`src/rtl/serial_subtractor.sv`:
```
// Bit-serial WIDTH-bit subtractor (diff = a - b, LSB first) with valid/ready on both sides.
// Define SERIAL_SUB_OVF_EN to add the registered signed-overflow output ovf.
module serial_subtractor #(
  parameter int WIDTH = 8
) (
  input  logic             clk,
  input  logic             rst_n,
  input  logic             start_valid,
  output logic             start_ready,
  input  logic [WIDTH-1:0] a,
  input  logic [WIDTH-1:0] b,
  output logic [WIDTH-1:0] diff,
  output logic             borrow,
  output logic             done_valid,
  input  logic             done_ready,
  output logic             busy
`ifdef SERIAL_SUB_OVF_EN
  ,
  output logic             ovf
`endif
);

  localparam int CW = $clog2(WIDTH);
  localparam logic [1:0] ST_IDLE = 2'd0;
  localparam logic [1:0] ST_RUN  = 2'd1;
  localparam logic [1:0] ST_DONE = 2'd2;
  localparam logic [CW-1:0] LAST_CNT = CW'(WIDTH - 1);
  localparam logic [CW-1:0] CNT_ONE  = CW'(1);

  logic [1:0]       state_r;
  logic [WIDTH-1:0] a_sh_r;
  logic [WIDTH-1:0] b_sh_r;
  logic [WIDTH-1:0] diff_r;
  logic [CW-1:0]    cnt_r;
  logic             br_r;
  logic             borrow_r;
  logic             done_valid_r;
  logic             busy_r;
  logic             start_ready_r;
  logic             d_s;
  logic             br_next_s;
  logic             last_s;
`ifdef SERIAL_SUB_OVF_EN
  logic             a_sgn_r;
  logic             b_sgn_r;
  logic             ovf_r;
`endif

  function automatic logic sub_borrow(input logic ai, input logic bi, input logic br);
    return (~ai & bi) | (~(ai ^ bi) & br);
  endfunction

  // One full-subtractor bit slice on the current LSBs.
  always_comb begin
    d_s       = a_sh_r[0] ^ b_sh_r[0] ^ br_r;
    br_next_s = sub_borrow(a_sh_r[0], b_sh_r[0], br_r);
    last_s    = (cnt_r == LAST_CNT);
  end

  // Control FSM and serial datapath.
  always_ff @(posedge clk) begin
    if (!rst_n) begin
      state_r       <= ST_IDLE;
      a_sh_r        <= {WIDTH{1'b0}};
      b_sh_r        <= {WIDTH{1'b0}};
      diff_r        <= {WIDTH{1'b0}};
      cnt_r         <= {CW{1'b0}};
      br_r          <= 1'b0;
      borrow_r      <= 1'b0;
      done_valid_r  <= 1'b0;
      busy_r        <= 1'b0;
      start_ready_r <= 1'b1;
`ifdef SERIAL_SUB_OVF_EN
      a_sgn_r       <= 1'b0;
      b_sgn_r       <= 1'b0;
      ovf_r         <= 1'b0;
`endif
    end else begin
      case (state_r)
        ST_IDLE: begin
          if (start_valid) begin
            a_sh_r        <= a;
            b_sh_r        <= b;
            diff_r        <= {WIDTH{1'b0}};
            cnt_r         <= {CW{1'b0}};
            br_r          <= 1'b0;
            busy_r        <= 1'b1;
            start_ready_r <= 1'b0;
            state_r       <= ST_RUN;
`ifdef SERIAL_SUB_OVF_EN
            a_sgn_r       <= a[WIDTH-1];
            b_sgn_r       <= b[WIDTH-1];
`endif
          end
        end
        ST_RUN: begin
          diff_r <= {d_s, diff_r[WIDTH-1:1]};
          a_sh_r <= {1'b0, a_sh_r[WIDTH-1:1]};
          b_sh_r <= {1'b0, b_sh_r[WIDTH-1:1]};
          br_r   <= br_next_s;
          cnt_r  <= cnt_r + CNT_ONE;
          if (last_s) begin
            borrow_r     <= br_next_s;
            done_valid_r <= 1'b1;
            state_r      <= ST_DONE;
`ifdef SERIAL_SUB_OVF_EN
            // d_s on the final slice is the result sign bit.
            ovf_r        <= (a_sgn_r != b_sgn_r) && (d_s != a_sgn_r);
`endif
          end
        end
        ST_DONE: begin
          if (done_ready) begin
            done_valid_r  <= 1'b0;
            busy_r        <= 1'b0;
            start_ready_r <= 1'b1;
            state_r       <= ST_IDLE;
          end
        end
        default: begin
          state_r       <= ST_IDLE;
          done_valid_r  <= 1'b0;
          busy_r        <= 1'b0;
          start_ready_r <= 1'b1;
        end
      endcase
    end
  end

  assign start_ready = start_ready_r;
  assign diff        = diff_r;
  assign borrow      = borrow_r;
  assign done_valid  = done_valid_r;
  assign busy        = busy_r;
`ifdef SERIAL_SUB_OVF_EN
  assign ovf         = ovf_r;
`endif

endmodule

```
`config.mk`:
```
export PLATFORM = sky130hd
export DESIGN_NAME = serial_subtractor
export DESIGN_NICKNAME = d
export VERILOG_FILES = /design/src/rtl/serial_subtractor.sv
export SDC_FILE = /design/constraint.sdc
export NUM_CORES = 1
export LEC_CHECK = 0
export CAP_MARGIN = 20
export CORE_UTILIZATION = 63
export CTS_CLUSTER_DIAMETER = 30
export DETAILED_ROUTE_END_ITERATION = 16
export DONT_BUFFER_PORTS = 1
export PLACE_DENSITY_LB_ADDON = 0.2
export SETUP_SLACK_MARGIN = 0.3
export SLEW_MARGIN = 30
export SYNTH_ARGS = -nofsm -noshare
export SYNTH_HDL_FRONTEND = slang
export SYNTH_SLANG_ARGS = --single-unit
export TNS_END_PERCENT = 20
```
`constraint.sdc`:
```
create_clock -name clk -period 2 [get_ports clk]
set_input_delay 0.3 -clock clk [delete_from_list [all_inputs] [get_ports clk]]
set_output_delay 0.3 -clock clk [all_outputs]
set_load 0.1 [all_outputs]
```
==> results.md, run 1 <==
Setup path
- **timing startpoint of the critical path** state_r[0]
- **critical path's largest stage delay** 680 ps
- **maximum fanout count along the critical path** 14
- **FF-to-FF End** b_sh_r[0]
- **end of the critical path** b_sh_r[0]
- **startpoint class of the critical path** flop
- **worst r2r src** state_r[0]
- **Worst Reg-to-Reg Cells** 3
- **data required time of the worst path** 2210 ps
- **kind of capture point of the worst setup path** flop
- **category of cells accounting for the largest share of critical-path delay** simple AND/OR/NAND/NOR gates
- **sequence of cells on the critical path** or3b_1 > o221ai_1 > a21oi_1
- **data arrival time at the worst-slack endpoint** 1790 ps
- **CP max stage cell** sky130_fd_sc_hd__or3b_1
- **total stage count of the critical path** 3
- **crit path kind** reg -> reg
- **setup slack of the worst register-to-register path** 410 ps
- **number of buffer and inverter instances along the worst setup path** 0

Clocking
- **Clock Latency Late Sink** 330 ps
- **number of buffers created by CTS** 5
- **number of sinks handled by clock tree synthesis** 34
- **buffer type at the clock tree root** sky130_fd_sc_hd__clkbuf_4
- **CTS Hold Bufs** 0
- **clock slew at reported path FFs** 110 ps
- **number of post-CTS setup repair buffers** 0
- **number of buffers on the longest clock path** 2
- **TritonCTS clock tree** done
- **number of resized instances in the post-cts repair step** 0
- **deepest level of the CTS H-tree** 2

Global route
- **pin count of the biggest net entering global routing** 17
- **number of global-route vias before repair** 1146
- **global-route wire length before repair** 4857 um
- **overall routing resource usage** 27.60%
- **antenna violations before repair** 0
- **GR Overflow Total** 0

Detailed routing
- **DRT Pass-1 Iters** 5
- **drt via density** 6.099
- **violation count after the first detailed-routing iteration** 27
- **Wirelength per Cell** 16.51 um
- **Post-route DRC** 0
- **total detailed-routing wirelength** 2989 um
- **Detail Route Antenna Nets** 0
- **via count of the routed design** 1104

Die
- **die area** 2376 um2
- **Core ar.** 2002 um2
- **number of top-level pins** 32
- **number of rows created at floorplan** 16
- **effective utilization at floorplan** 68.75%
- **Die Y-Extent** 48.74 um
- **horizontal die dimension** 48.74 um

Final layout
- **number of inserted diodes** 0
- **FF+latch area** 680.7 um2
- **Nets** 176
- **layout cell share with drive strength beyond 1** 22.73%
- **footprint of the multi-input gates** 623.1 um2
- **fill count** 139
- **Layout Area Growth over Synthesis** 14.55%

Timing
- **final worst setup slack** 414.9 ps
- **Period Utilization, post-route** 79.26%
- **transition time at the pin with the least slew margin** 676.7 ps
- **final hold viol count** 0
- **total negative slack for setup checks** 0 ps
- **number of slew-limit violations in the final report** 0
- **post-route minimum period** 1585 ps
- **Slew HR** 54.89%
- **setup repair after global routing missed its margin** false
- **Post-Route Skew** 8.016 ps
- **Setup Viol. Count Final** 0
- **maximum clock frequency** 0.6309 GHz

Placed design
- **placed wire-length estimate after detailed placement** 1983 um
- **Port Buf Inserts** 0
- **weighted congestion reported at the end of routability-driven placement** 0.7815
- **pre-CTS worst setup slack** 383.4 ps

Pwr
- **power spent charging and discharging nets** 369.0 uW
- **cell leakage power** 0.0006137 uW
- **peak supply drop** 0.0009887 V
- **combinational fraction of design power** 11.2%
- **fraction of power spent switching nets** 23.54%
- **sequential share of power** 47.2%
- **part of the total power dissipated in the clock network** 41.6%
- **P per Cell Area** 994.6 nW/um2
- **cell-internal power** 1199 uW

Status
- **status** finished, final reports clean

Synthesis
- **count of unique library cells instantiated by Yosys** 26
- **Synthesized Nets** 164
- **count of state elements after synthesis** 34
- **Cell Area, Synth** 1376 um2
- **Synth warnings** 0
- **average footprint of a synthesized cell** 9.761 um2
- **proportion of netlist area held by the largest area contributor** 49.45%
- **top area cells in the synthesized netlist** sky130_fd_sc_hd__dfxtp_1 49%, sky130_fd_sc_hd__nor2_1 11%, sky130_fd_sc_hd__o221ai_2 11%
- **synthesized instance count** 141
- **most area-hungry cell type in the Yosys netlist** sky130_fd_sc_hd__dfxtp_1
- **part of the Yosys area used for sequential elements** 49.45%

Flow run
- **count of max-cap constraint violations** 0

Min path
- **hold crit path type** in -> reg

==> cell families after synthesis <==
logic type,share of synthesized area [%]
multiplexers,1.455
flip-flops,49.45
AO/OA/AOI/OAI,25.09
AND/OR/NAND/NOR,15.18
buffers and inverters,5.545
adder cells (fa/ha/maj),3.272
==> how the worst min path moves through the flow <==
| stage | depth (start not counted) | to | startpoint |
|---|---|---|---|
| after global routing | 2 | a_sh_r[1] | rst_n |
| final | 1 | start_ready | rst_n |
| after detailed placement | 1 | start_ready | rst_n |
| after CTS | 1 | start_ready | rst_n |
| after floorplan | 2 | b_sh_r[5] | b_sh_r[5] |
| after global placement | 1 | start_ready | rst_n |
==> power groups by stage <==
stage	Sequential, uW	Clock, uW	Combinational (uW)
after floorplan	786	0	118
after global placement	752	0	167
after detailed placement	755	0	174
after CTS	740	660	176
after global routing	745	679	190
final	740	652	176
==> registers in the layout (all words and copies together) (netlist names) <==
signal,count
state_r,2
br_r,1
done_valid,1
diff,8
b_sh_r,8
a_sh_r,8
borrow,1
busy,1
cnt_r,3
start_ready,1
==> metrics by stage <==
step	util, %	std cells	power, uW	hold slack, ps	cell area (um2)
5_1_grt	78.75	181	1615	69.63	1577
3_3_place_gp	73.00	173	918.8	382.1	1461
6_report	78.75	181	1568	64.15	1577
4_1_cts	78.56	181	1575	54.51	1573
2_1_floorplan	-	141	903.9	440.3	1376
3_5_place_dp	73.00	173	929.0	398.8	1461
==> synth_stat cells (all sizes together) <==
master and n:
nor2 42, dfxtp 34, o221ai 14, a22oi 12, buf 7, a21oi 5, clkbuf 3, inv 3
nand2 3, ha 2, mux2i 2, nor2b 2, o21ai 2, a2bb2oi 1, a311oi 1, clkinv 1
fa 1, nand2b 1, nor3 1, nor3b 1, o21ba 1, o21bai 1, or3b 1
==> layer usage <==
metal	global-route usage (%)	wire length [um]
met5	0	0
met4	12.75	62
met3	11.32	182
met2	48.38	1571
met1	28.37	1172
==> final cells by class <==
class,count,share of cell area [%]
inverter,4,0.9524
timing repair buffer,15,7.143
multi-input combinational,93,39.52
tap,27,2.143
clock buffer,6,3.254
sequential,34,43.17
clock inverter,2,3.810
==> cell usage in the layout, fill, tap and decap left out <==
master and n:
sky130_fd_sc_hd__o221ai_1 4, sky130_fd_sc_hd__clkbuf_8 1, sky130_fd_sc_hd__nor2b_1 2, sky130_fd_sc_hd__a22oi_1 12, sky130_fd_sc_hd__clkbuf_4 5, sky130_fd_sc_hd__nor3b_1 1, sky130_fd_sc_hd__o21bai_2 1, sky130_fd_sc_hd__ha_1 2
sky130_fd_sc_hd__a2bb2oi_1 1, sky130_fd_sc_hd__nand2_1 3, sky130_fd_sc_hd__nor2_1 42, sky130_fd_sc_hd__mux2i_1 2, sky130_fd_sc_hd__o221ai_2 10, sky130_fd_sc_hd__o21ai_0 2, sky130_fd_sc_hd__inv_1 3, sky130_fd_sc_hd__buf_4 15
sky130_fd_sc_hd__dfxtp_1 34, sky130_fd_sc_hd__a311oi_1 1, sky130_fd_sc_hd__fa_1 1, sky130_fd_sc_hd__nand2b_1 1, sky130_fd_sc_hd__clkinv_1 1, sky130_fd_sc_hd__a21oi_1 5, sky130_fd_sc_hd__o21ba_2 1, sky130_fd_sc_hd__or3b_1 1
sky130_fd_sc_hd__bufinv_16 2, sky130_fd_sc_hd__nor3_1 1
Power figures use the tool's default switching activity.
==> run 2: changes to the inputs <==
--- a/config.mk
+++ b/config.mk
@@ -6,7 +6,7 @@
 export NUM_CORES = 1
 export LEC_CHECK = 0
 export CAP_MARGIN = 20
-export CORE_UTILIZATION = 63
+export CORE_UTILIZATION = 54
 export CTS_CLUSTER_DIAMETER = 30
 export DETAILED_ROUTE_END_ITERATION = 16
 export DONT_BUFFER_PORTS = 1
==> constraint.sdc (replaced) <==
create_clock -name clk -period 1.3 [get_ports clk]
set_input_delay 0.195 -clock clk [delete_from_list [all_inputs] [get_ports clk]]
set_output_delay 0.195 -clock clk [all_outputs]
set_load 0.1 [all_outputs]
==> run 2 against run 1 <==
Net effect:
- first-iteration DRC count down 44%
- final cell count rose by 6.6%
- total power rose by 33%
- critical path depth is 2 lower
- register-to-register slack worse by 350 ps
- clock-buffer cell count up 1
- design area is 12% higher
- die area is 16% higher
- combinational power increased by 99%
- highest routed layer unchanged
- the run now ends with negative hold slack left
- largest power group unchanged
- clock skew is 2.0 ps lower
==> results.md, run 2 (synthesized netlist as in run 1, its figures left out) <==
Status
- **status** finished, violations left
- **failing checks** negative hold slack

Setup path
- **CP max stage cell** sky130_fd_sc_hd__dfxtp_1
- **sequence of cells on the critical path** buf_4
- **setup slack of the worst register-to-register path** 70 ps
- **number of buffer and inverter instances along the worst setup path** 1
- **category of cells accounting for the largest share of critical-path delay** flip-flops
- **maximum fanout count along the critical path** 3
- **critical path's largest stage delay** 400 ps
- **Worst Reg-to-Reg Cells** 4
- **data arrival time at the worst-slack endpoint** 1040 ps
- **crit path kind** reg -> out
- **startpoint class of the critical path** flop
- **data required time of the worst path** 1110 ps
- **total stage count of the critical path** 1
- **kind of capture point of the worst setup path** primary output

Final layout
- **filler-free cell count of the finished design** 193
- **Layout Area Growth over Synthesis** 27.82%
- **layout cell share with drive strength beyond 1** 41.21%
- **Nets** 187
- **most common library cell in the layout ignoring fill and taps** sky130_fd_sc_hd__nor2_1
- **number of inserted diodes** 0
- **fill count** 159
- **top library cells by usage in the layout, fill and taps aside** 42 x sky130_fd_sc_hd__nor2_1, 27 x sky130_fd_sc_hd__dfxtp_1, 18 x sky130_fd_sc_hd__buf_4

Placed design
- **Inst Count DP** 180
- **weighted congestion reported at the end of routability-driven placement** 0.7396
- **placed wire-length estimate after detailed placement** 1860 um
- **Port Buf Inserts** 0

Detailed routing
- **via count of the routed design** 1133
- **violation count after the first detailed-routing iteration** 15
- **Wirelength per Cell** 15.32 um
- **Post-route DRC** 0
- **Detail Route Antenna Nets** 0
- **total detailed-routing wirelength** 2957 um
- **DRT Pass-1 Iters** 4
- **drt via density** 5.870

Timing
- **Setup Viol. Count Final** 0
- **Period Utilization, post-route** 94.96%
- **total negative slack for setup checks** 0 ps
- **setup repair after global routing missed its margin** true
- **final hold viol count** 15
- **post-route minimum period** 1235 ps
- **maximum clock frequency** 0.8100 GHz
- **Slew HR** 77.16%
- **transition time at the pin with the least slew margin** 340.6 ps
- **Post-Route Skew** 6.054 ps
- **number of slew-limit violations in the final report** 0
- **tightest hold margin** -48.45 ps

Global route
- **overall routing resource usage** 23.57%
- **GR Overflow Total** 0
- **pin count of the biggest net entering global routing** 17
- **global-route wire length before repair** 4547 um
- **number of global-route vias before repair** 1001
- **antenna violations before repair** 0

Die
- **die area** 2755 um2
- **horizontal die dimension** 52.49 um
- **Die Y-Extent** 52.49 um
- **effective utilization at floorplan** 59.91%
- **number of rows created at floorplan** 17
- **Core ar.** 2297 um2
- **number of top-level pins** 32

Flow run
- **count of max-cap constraint violations** 0

Clocking
- **Clock Latency Late Sink** 330 ps
- **TritonCTS clock tree** done
- **deepest level of the CTS H-tree** 2
- **number of buffers on the longest clock path** 2
- **clock slew at reported path FFs** 90 ps
- **number of buffers created by CTS** 5
- **buffer type at the clock tree root** sky130_fd_sc_hd__clkbuf_4
- **number of sinks handled by clock tree synthesis** 34

Min path
- **hold-critical path depth** 1
- **hold crit path type** in -> reg

Pwr
- **peak supply drop** 0.0009217 V
- **cell leakage power** 0.0006765 uW
- **P per Cell Area** 1189 nW/um2

[run 2: path summary, 6_finish.rpt]
| kind | startpoint | to |
|---|---|---|
| setup / recovery | diff[4] | diff[4] |
| hold / removal | rst_n | start_ready |
| setup reg to reg | state_r[1] | a_sh_r[3] |
| hold reg to reg | done_valid | done_valid |
[run 2: power breakdown]
| part | internal [uW] | switching [uW] |
|---|---|---|
| Sequential | 1100 | 39.6 |
| Clock | 262 | 338 |
| Combinational | 149 | 202 |
| Total | 1510 | 579 |
[run 2: layout make-up]
cell class / count / area [um2] / area share, %
clock inverter: 1 / 5.005 / 0.2845
clock buffer: 7 / 55.05 / 3.129
sequential: 34 / 689.4 / 39.19
tap: 28 / 35.03 / 1.991
inverter: 4 / 15.01 / 0.8535
multi-input combinational: 93 / 726.9 / 41.32
timing repair buffer: 26 / 232.7 / 13.23
[run 2: through the flow]
step | power (uW) | hold WS, ps | util (%) | worst slack, ps | instance area [um2]
final | 2092 | -48.45 | 76.58 | 65.46 | 1759
after global routing | 2174 | -65.26 | 76.58 | 16.79 | 1759
after CTS | 2053 | -60.40 | 70.81 | 84.04 | 1627
after detailed placement | 1440 | 290.7 | 65.69 | 35.98 | 1509
after global placement | 1428 | 275.7 | 65.69 | 92.39 | 1509
after floorplan | 1389 | 355.8 | - | -27.44 | 1378
[run 2: worst reg2reg max path, cell delays in order (launching register included)]
cell and delay, ps:
sky130_fd_sc_hd__dfxtp_2 330, sky130_fd_sc_hd__or3b_4 430, sky130_fd_sc_hd__buf_8 160, sky130_fd_sc_hd__o221ai_2 150, sky130_fd_sc_hd__nor2_1 60
[run 2: what timing repair did]
item,4_1_cts,5_1_grt
setup endpoints to repair,46,46
endpoints found under the hold margin,15,15
buffers inserted,0,2
resized for setup,13,27
pin swaps,4,4
gates cloned,1,2
[run 2: metal layers]
metal  part of all wire [%]  GRT usage [%]
met4                    1.4          13.60
met1                     46          28.93
met5                      0              0
met2                     48          35.65
met3                    5.2          7.826
